==> config.mk <==
export PLATFORM = sky130hd
export DESIGN_NAME = quickq_cmd_frontend
export DESIGN_NICKNAME = d
export VERILOG_FILES = /design/src/rtl/quickq_cmd_frontend.sv
export SDC_FILE = /design/constraint.sdc
export NUM_CORES = 1
export LEC_CHECK = 0
export CORE_ASPECT_RATIO = 1.5
export CORE_UTILIZATION = 50
export CTS_CLUSTER_DIAMETER = 80
export DETAILED_ROUTE_END_ITERATION = 8
export DONT_BUFFER_PORTS = 1
export GPL_ROUTABILITY_DRIVEN = 0
export PLACE_DENSITY_LB_ADDON = 0.3
export SKIP_LAST_GASP = 1
export SLEW_MARGIN = 20
export SYNTH_ARGS = -nofsm -noshare
export SYNTH_HDL_FRONTEND = slang
export SYNTH_SLANG_ARGS = --single-unit
==> constraint.sdc <==
create_clock -name clk -period 4.7 [get_ports clk]
set_input_delay 0 -clock clk [delete_from_list [all_inputs] [get_ports clk]]
set_output_delay 0 -clock clk [all_outputs]
set_load 0.01 [all_outputs]
==> src/rtl/quickq_cmd_frontend.sv <==
// Command front end for the QuickQ priority-queue core: buffers enqueue/dequeue commands,
// issues them one at a time as single-cycle strobes and returns one response per command.
module quickq_cmd_frontend #(
    parameter int W       = 32,
    parameter int FIFO_D  = 4,
    parameter int TIMEOUT = 64
) (
    input  logic         clk,
    input  logic         rst,
    input  logic         cmd_valid,
    output logic         cmd_ready,
    input  logic         cmd_op,
    input  logic [W-1:0] cmd_data,
    output logic         rsp_valid,
    input  logic         rsp_ready,
    output logic         rsp_op,
    output logic [W-1:0] rsp_data,
    output logic [1:0]   rsp_err,
    output logic         core_enq,
    output logic         core_deq,
    output logic [W-1:0] core_data,
    input  logic         core_ready,
    input  logic         core_done,
    input  logic         core_full,
    input  logic         core_empty,
    input  logic [W-1:0] core_dout,
    output logic         busy,
    output logic [1:0]   state_dbg
);

    // Handshakes: a transfer happens on a rising edge where valid && ready are both high;
    // the sender holds valid and its payload stable until that edge, and ready never waits on valid.

    localparam int AW = $clog2(FIFO_D);
    localparam int CW = AW + 1;
    localparam int TW = $clog2(TIMEOUT);
    localparam logic [TW-1:0] TMO_LAST  = TW'(TIMEOUT - 1);
    localparam logic [CW-1:0] FIFO_FULL = CW'(FIFO_D);

    localparam logic [1:0] ERR_OK    = 2'b00;
    localparam logic [1:0] ERR_FULL  = 2'b01;
    localparam logic [1:0] ERR_EMPTY = 2'b10;
    localparam logic [1:0] ERR_TMO   = 2'b11;

    typedef enum logic [1:0] {
        S_IDLE     = 2'd0,
        S_DISPATCH = 2'd1,
        S_WAIT     = 2'd2,
        S_RESP     = 2'd3
    } state_t;

    state_t          state;
    logic [W:0]      fifo_mem [FIFO_D];
    logic [AW-1:0]   wr_ptr;
    logic [AW-1:0]   rd_ptr;
    logic [CW-1:0]   count;
    logic            cmd_op_r;
    logic [W-1:0]    cmd_data_r;
    logic [TW-1:0]   tmo_cnt;
    logic [TW-1:0]   tmo_next;
    logic            fifo_empty;
    logic            push;
    logic            pop;

    assign fifo_empty = (count == '0);
    // Ready comes only from the stored count, so a pop in the same cycle never frees a slot early.
    assign cmd_ready  = (count != FIFO_FULL);
    assign push       = cmd_valid && cmd_ready;
    assign pop        = (state == S_IDLE) && !fifo_empty && core_ready;
    assign tmo_next   = tmo_cnt + 1'b1;

    // Strobes are decided from the core flags seen in the dispatch cycle itself.
    assign core_enq  = (state == S_DISPATCH) && !cmd_op_r && !core_full;
    assign core_deq  = (state == S_DISPATCH) &&  cmd_op_r && !core_empty;
    assign core_data = core_enq ? cmd_data_r : '0;
    assign busy      = (state != S_IDLE) || !fifo_empty;
    assign state_dbg = state;

    always_ff @(posedge clk) begin
        if (push) begin
            fifo_mem[wr_ptr] <= {cmd_op, cmd_data};
        end
    end

    always_ff @(posedge clk or negedge rst) begin
        if (!rst) begin
            wr_ptr <= '0;
            rd_ptr <= '0;
            count  <= '0;
        end else begin
            if (push) begin
                wr_ptr <= wr_ptr + 1'b1;
            end
            if (pop) begin
                rd_ptr <= rd_ptr + 1'b1;
            end
            case ({push, pop})
                2'b10:   count <= count + 1'b1;
                2'b01:   count <= count - 1'b1;
                default: count <= count;
            endcase
        end
    end

    always_ff @(posedge clk or negedge rst) begin
        if (!rst) begin
            state      <= S_IDLE;
            cmd_op_r   <= 1'b0;
            cmd_data_r <= '0;
            tmo_cnt    <= '0;
            rsp_valid  <= 1'b0;
            rsp_op     <= 1'b0;
            rsp_data   <= '0;
            rsp_err    <= ERR_OK;
        end else begin
            case (state)
                S_IDLE: begin
                    if (pop) begin
                        {cmd_op_r, cmd_data_r} <= fifo_mem[rd_ptr];
                        state                  <= S_DISPATCH;
                    end
                end
                S_DISPATCH: begin
                    if (!cmd_op_r && core_full) begin
                        rsp_valid <= 1'b1;
                        rsp_op    <= 1'b0;
                        rsp_data  <= '0;
                        rsp_err   <= ERR_FULL;
                        state     <= S_RESP;
                    end else if (cmd_op_r && core_empty) begin
                        rsp_valid <= 1'b1;
                        rsp_op    <= 1'b1;
                        rsp_data  <= '0;
                        rsp_err   <= ERR_EMPTY;
                        state     <= S_RESP;
                    end else begin
                        tmo_cnt <= '0;
                        state   <= S_WAIT;
                    end
                end
                S_WAIT: begin
                    tmo_cnt <= tmo_next;
                    // A completion arriving in the expiry cycle still yields an ok response.
                    if (core_done) begin
                        rsp_valid <= 1'b1;
                        rsp_op    <= cmd_op_r;
                        rsp_data  <= cmd_op_r ? core_dout : '0;
                        rsp_err   <= ERR_OK;
                        state     <= S_RESP;
                    end else if (tmo_next == TMO_LAST) begin
                        rsp_valid <= 1'b1;
                        rsp_op    <= cmd_op_r;
                        rsp_data  <= '0;
                        rsp_err   <= ERR_TMO;
                        state     <= S_RESP;
                    end
                end
                S_RESP: begin
                    if (rsp_ready) begin
                        rsp_valid <= 1'b0;
                        rsp_op    <= 1'b0;
                        rsp_data  <= '0;
                        rsp_err   <= ERR_OK;
                        state     <= S_IDLE;
                    end
                end
                default: state <= S_IDLE;
            endcase
        end
    end

endmodule

Word level (Yosys, flattened, before mapping)
Memory sizes are Yosys's and may differ from the RTL's. A register that Yosys moved wholly into a read port is not among the register bits.
Cells that the tools add are included.
- register bits after elaboration: 51
- RAM bits: 132
- output and inout bits: 74
- word-level logic and storage cells: 88
- memories: 1
- add/sub/neg operators: 5
- equality and inequality tests: 13
- muxes and demuxes: 35
- reductions and logical operators: 25
- memory list (memory ; words ; width ; read ports ; clocked after memory_dff ; wr ports ; line ; source):
    fifo_mem ; 4 ; 33 ; 1 ; 1 ; 1 ; 53 ; logic [W:0] fifo_mem [FIFO_D];
- operator list (kind ; number):
    $mux W32 ; 7
    $pmux W32 S3 ; 1
    $mux W2 ; 7
    $mux W1 ; 12
    $mux W6 ; 2
    $pmux W6 S2 ; 1
    $logic_and A1 B1 Y1 ; 9
    $ne A2 B2 Y1 const B ; 4
    $pmux W2 S4 ; 1
    $add A6 B1 Y6 const B ; 1
    $eq A2 B2 Y1 const B ; 3
    $eq A6 B6 Y1 const B ; 1
    $ne A3 B3 Y1 const B ; 2
    $pmux W1 S3 ; 2
    $pmux W2 S3 ; 1
    $pmux W3 S2 ; 1
    $reduce_and A3 Y1 ; 2
    $reduce_bool A2 Y1 ; 3
    $logic_not A1 Y1 ; 5
    $add A2 B1 Y2 const B ; 2
    $eq A2 B1 Y1 const B ; 2
    $reduce_and A4 Y1 ; 1
    $add A3 B1 Y3 const B ; 1
    $logic_not A3 Y1 ; 1
    6 further kinds ; 6

Longest topological paths before layout
- depth in word-level cells: 6
- depth in mapped cells: 10

Worst setup path after synthesis
No wires, ideal clock.
- path kind: register to register
- start point: reg state[0], in the netlist state_dbg[0]
- end point: reg count[2]
- library setup time: 0.079 ns
- arrival: 2.023 ns
- required time: 4.621 ns
- path slack: 2.597 ns
- cell stages (with the launch flop): 11
- buffers on the path: 0
- period minus slack after synthesis: 2.103 ns
- cells stage by stage: dfrtp_1 inv_1 ha_1 nand3b_1 inv_1 ha_1 inv_1 fa_1 xor2_1 nor2_1 xor2_1
- cells in the longest elaborated chain, start to end: 5
- elaborated cells between the ends (all ways): 7
- those cells by class: eq/ne (2); mux (1); reduce/logical (4)
- ends and longest elaborated chain (item ; line ; source):
    start, declared ; 52 ; state_t state;
    start signal, assigned ; 107 ; state <= S_IDLE;
    start signal, assigned ; 120 ; state <= S_DISPATCH;
    start signal, assigned ; 129 ; state <= S_RESP;
    $logic_not A2 Y1 (*) ; 69 ; assign pop = (state == S_IDLE) && !fifo_empty && core_ready;
    $logic_and A1 B1 Y1 (*) (2 in series) ; 69 ;
    via pop ; 63 ; logic pop;
    $eq A2 B1 Y1 / $eq A2 B2 Y1 (equally long branches) ; 97 ; case ({push, pop})
    $pmux W3 S2 / $reduce_bool A2 Y1 (equally long branches) ; -- ;
    end signal, assigned ; 98 ; 2'b10: count <= count + 1'b1;
    end signal, assigned ; 99 ; 2'b01: count <= count - 1'b1;
    end signal, assigned ; 100 ; default: count <= count;
    end, declared ; 56 ; logic [CW-1:0] count;
Mark *: on every way through the listed nets, which the timed path passes. The rest lies on a longest branch.
A chain may end at the register's enable or synchronous reset.

Worst setup path after layout
- start point: reg state[0], in the netlist state_dbg[0]
- end point: reg rsp_data[26]
- cells in the longest elaborated chain, start to end: 3
- elaborated cells between the ends (all ways): 9
- those cells by class: eq/ne (6); mux (1); reduce/logical (2)
- ends and longest elaborated chain (item ; line ; source):
    $eq A2 B1 Y1 / $eq A2 B2 Y1 (equally long branches) ; 116 ; case (state)
    $ne A3 B1 Y1 (no line) (tied with other cells) ; -- ;
    $reduce_and A4 Y1 (no line) ; -- ;
    end signal, assigned ; 147 ; rsp_data <= cmd_op_r ? core_dout : '0;
    end, declared ; 17 ; output logic [W-1:0] rsp_data,
Parallel ways exist; a longest one is shown, timed or not.

==> flow_summary.ini <==
[yosys]
avgSynthCellArea_um2 = 17.9
syn_area_um2 = 8610
yosysTopAreaCellShare = 0.461
seq_area_frac_synth = 0.705
synth.largest_area_cell = edfxtp_1
synth-seq-cells = 216
netlist_instances = 480
synth.area.top_cells = edfxtp_1 (46%), dfrtp_1 (24%), mux4_2 (8.6%), mux2_2 (4.4%), a22o_1 (3.5%)
yosysUniqueCellTypes = 46
yosys_warnings = 0
synth_fp_nets = 566

[power]
ir_worst_vdd_mv = 0.513
sequentialPowerShare = 0.486
switching_share = 0.295
finalPower_mw = 5.97
combPwrFrac = 0.249
switching_power_mw = 1.76
pwr-share-clk = 0.266
intPower_mw = 4.21
cellPowerDensity_nw_per_um2 = 588
p_leak_nw = 3.88

[critical_path]
crit_fanout = 25
r2r_cells = 8
rr_endpoint = rsp_data[26]
end_kind = register
regToRegStartpoint = state_dbg[0]
cp-endpoint = rsp_data[26]
crit_arrival_ps = 3020
cp-start-kind = register
setup.worst_path.start = state_dbg[0]
cp_data_required_time_ps = 5120
reg2reg_slack_ps = 2100
path_class = register to register

[sta]
worst_clock_skew_ps = 8.49
finalHoldViolCount = 0
relSlewSlack = 0.364
fin_crit_sh = 0.554
grt_setup_unrepaired = no
tightest_slew_ps = 954
period_needed_ps = 2600
final.setup.tns_ps = 0
slew_viol_final = 0
setup_viol_count_final = 0
max_clock_freq_mhz = 384

[clocking]
cts-htree-levels = 1
cts_sinks = 216
cts_root_buf = clkbuf_16
tritoncts = done
clock_tree.buffer_depth = 3
numCtsBuffers = 20
insertion_delay_ps = 490
clk_pin_slew_worst_paths_ps = 60

[layout]
antenna_cells = 0
layout-drive-gt1-share = 0.212
area_growth_pct = 18.1
n_fill_cell = 1256
utilization = 0.604
nets = 643
stdcell_count = 780

[floorplan]
die-area_um2 = 17800
ios = 147
die_h_um = 163
chipWidth_um = 109
initial_core_util = 0.511
row_count = 58
core_um2 = 16800

[global_routing]
antenna_found_initial = 0
met3_usage = 0.0504
grt_pass1_wl_mm = 25.4
gr-total-overflow = 0
grt.total_usage = 0.190
grt_start_max_net_pins = 85
grt_pass1_vias = 4769
grt_busiest_layer = met2
met1_usage = 0.209
grt_use_met2 = 0.348

[hold_path]
min_path_type = primary input to output port

[run]
cap_violations = 0

[route]
first_pass_iters = 4
vias = 4487
wl_mm = 16.6
drt_iter0_markers = 254
drc = 0
viasPerCell = 5.75
wire_per_inst_um = 21.3
drtAntennaViolNets = 0

[placement]
io_buffers = 0
placed_cells = 671
hpwl_mm = 9.19

[outcome]
status = completed
==> flip-flops by register name (all words and copies together) (netlist names), 3 cells and up <==
name	count
fifo_mem	132
cmd_data_r	32
rsp_data	32
tmo_cnt	6
count	3
==> layout make-up <==
class | instances | area (um2) | share of cell area
clock buffers | 23 | 533 | 0.0525
clock inverters | 12 | 110 | 0.0108
inverters | 14 | 52.6 | 0.00517
multi-input cells | 227 | 2340 | 0.230
flip-flops and latches | 216 | 6070 | 0.597
well taps | 210 | 263 | 0.0259
repair buffers | 78 | 793 | 0.0781
==> worst min path at each step <==
stage                          start            end  slack, ps  cells past startpoint
after global routing      core_empty       core_deq         70                      1
after detailed placement         rst     rsp_err[1]       -290                      0
after CTS                  core_done   rsp_data[17]         10                      3
final                     core_empty       core_deq         60                      1
after floorplan                  rst  cmd_data_r[0]       -300                      0
after global placement           rst   state_dbg[0]       -290                      0
==> cells by family (layout without fill, tap and decap cells) <==
family / count (synthesis) / after routing / synth area share
compound gates: 57 / 57 / 0.0550
xor+xnor: 6 / 6 / 0.00611
fa+ha+maj: 13 / 13 / 0.0198
buf+inv: 37 / 127 / 0.0244
flops: 216 / 216 / 0.705
mux: 70 / 70 / 0.134
simple gates: 81 / 81 / 0.0555
==> power by group through the flow <==
stage / Sequential, mW / Clock (mW) / Combinational, mW
finish: 2.90 / 1.59 / 1.49
floorplan: 2.74 / 0 / 1.31
global route: 2.98 / 1.69 / 1.64
detailed placement: 2.95 / 0 / 1.41
global placement: 2.92 / 0 / 1.35
CTS: 2.91 / 1.62 / 1.51
==> timing repair <==
action / 4_1_cts / 5_1_grt
gates resized for setup: 0 / 0
hold endpoints to repair: 254 / 7
setup buffers: 0 / 0
hold buffers: 72 / 1
==> Yosys cell counts, drive strengths merged <==
library cell and number:
buf 14, a32oi 1, a21oi 2, inv 14, a211oi 1, or4 1, clkbuf 9, or2 1
edfxtp 132, nand2 13, nor3 9, and3 4, a22o 35, nor3b 1, xnor2 4, a21o 5
mux2i 2, nand3 5, ha 12, mux2 35, and2b 2, mux4 33, o211ai 1, or3 1
nor2 5, xor2 2, dfrtp 84, nor2b 2, o21ai 10, and4bb 1, o21a 1, a22oi 1
fa 1, nand2b 2, nand3b 1, and2 33
==> worst max-delay path, cell delays in order (launching register included) <==
cell	delay [ps]
dfrtp_1	460
inv_1	140
ha_1	370
and2b_2	280
or2_2	310
o21a_4	150
nor3_4	400
buf_8	240
a22o_1	160
==> stage by stage <==
| stage | hold WS [ps] | setup slack, ps | area [um2] |
|---|---|---|---|
| 3_5_place_dp | -292 | 1740 | 8750 |
| 4_1_cts | 13.5 | 1720 | 10100 |
| 3_3_place_gp | -292 | 1970 | 8750 |
| 6_report | 62.1 | 2100 | 10200 |
| 2_1_floorplan | -296 | 2600 | 8610 |
| 5_1_grt | 65.2 | 1910 | 10200 |
==> placed cells by master, fill, tap and decap left out, drive strengths merged, types with 5 or more instances in the layout <==
cell and instances:
edfxtp 132, dfrtp 84, dlygate4sd3 72, a22o 35, mux2 35, and2 33, mux4 33, clkbuf 23
inv 14, nand2 13, ha 12, o21ai 10, nor3 9, clkinv 9, buf 6, nand3 5
nor2 5, a21o 5
==> layer usage <==
layer	vias up	routed length, um	part of all wire
met5	-	0	0
met4	0	374	0.023
met3	29	1250	0.076
met2	164	8880	0.53
met1	2314	6090	0.37
li1	1980	-	-
Power figures use the tool's default switching activity.
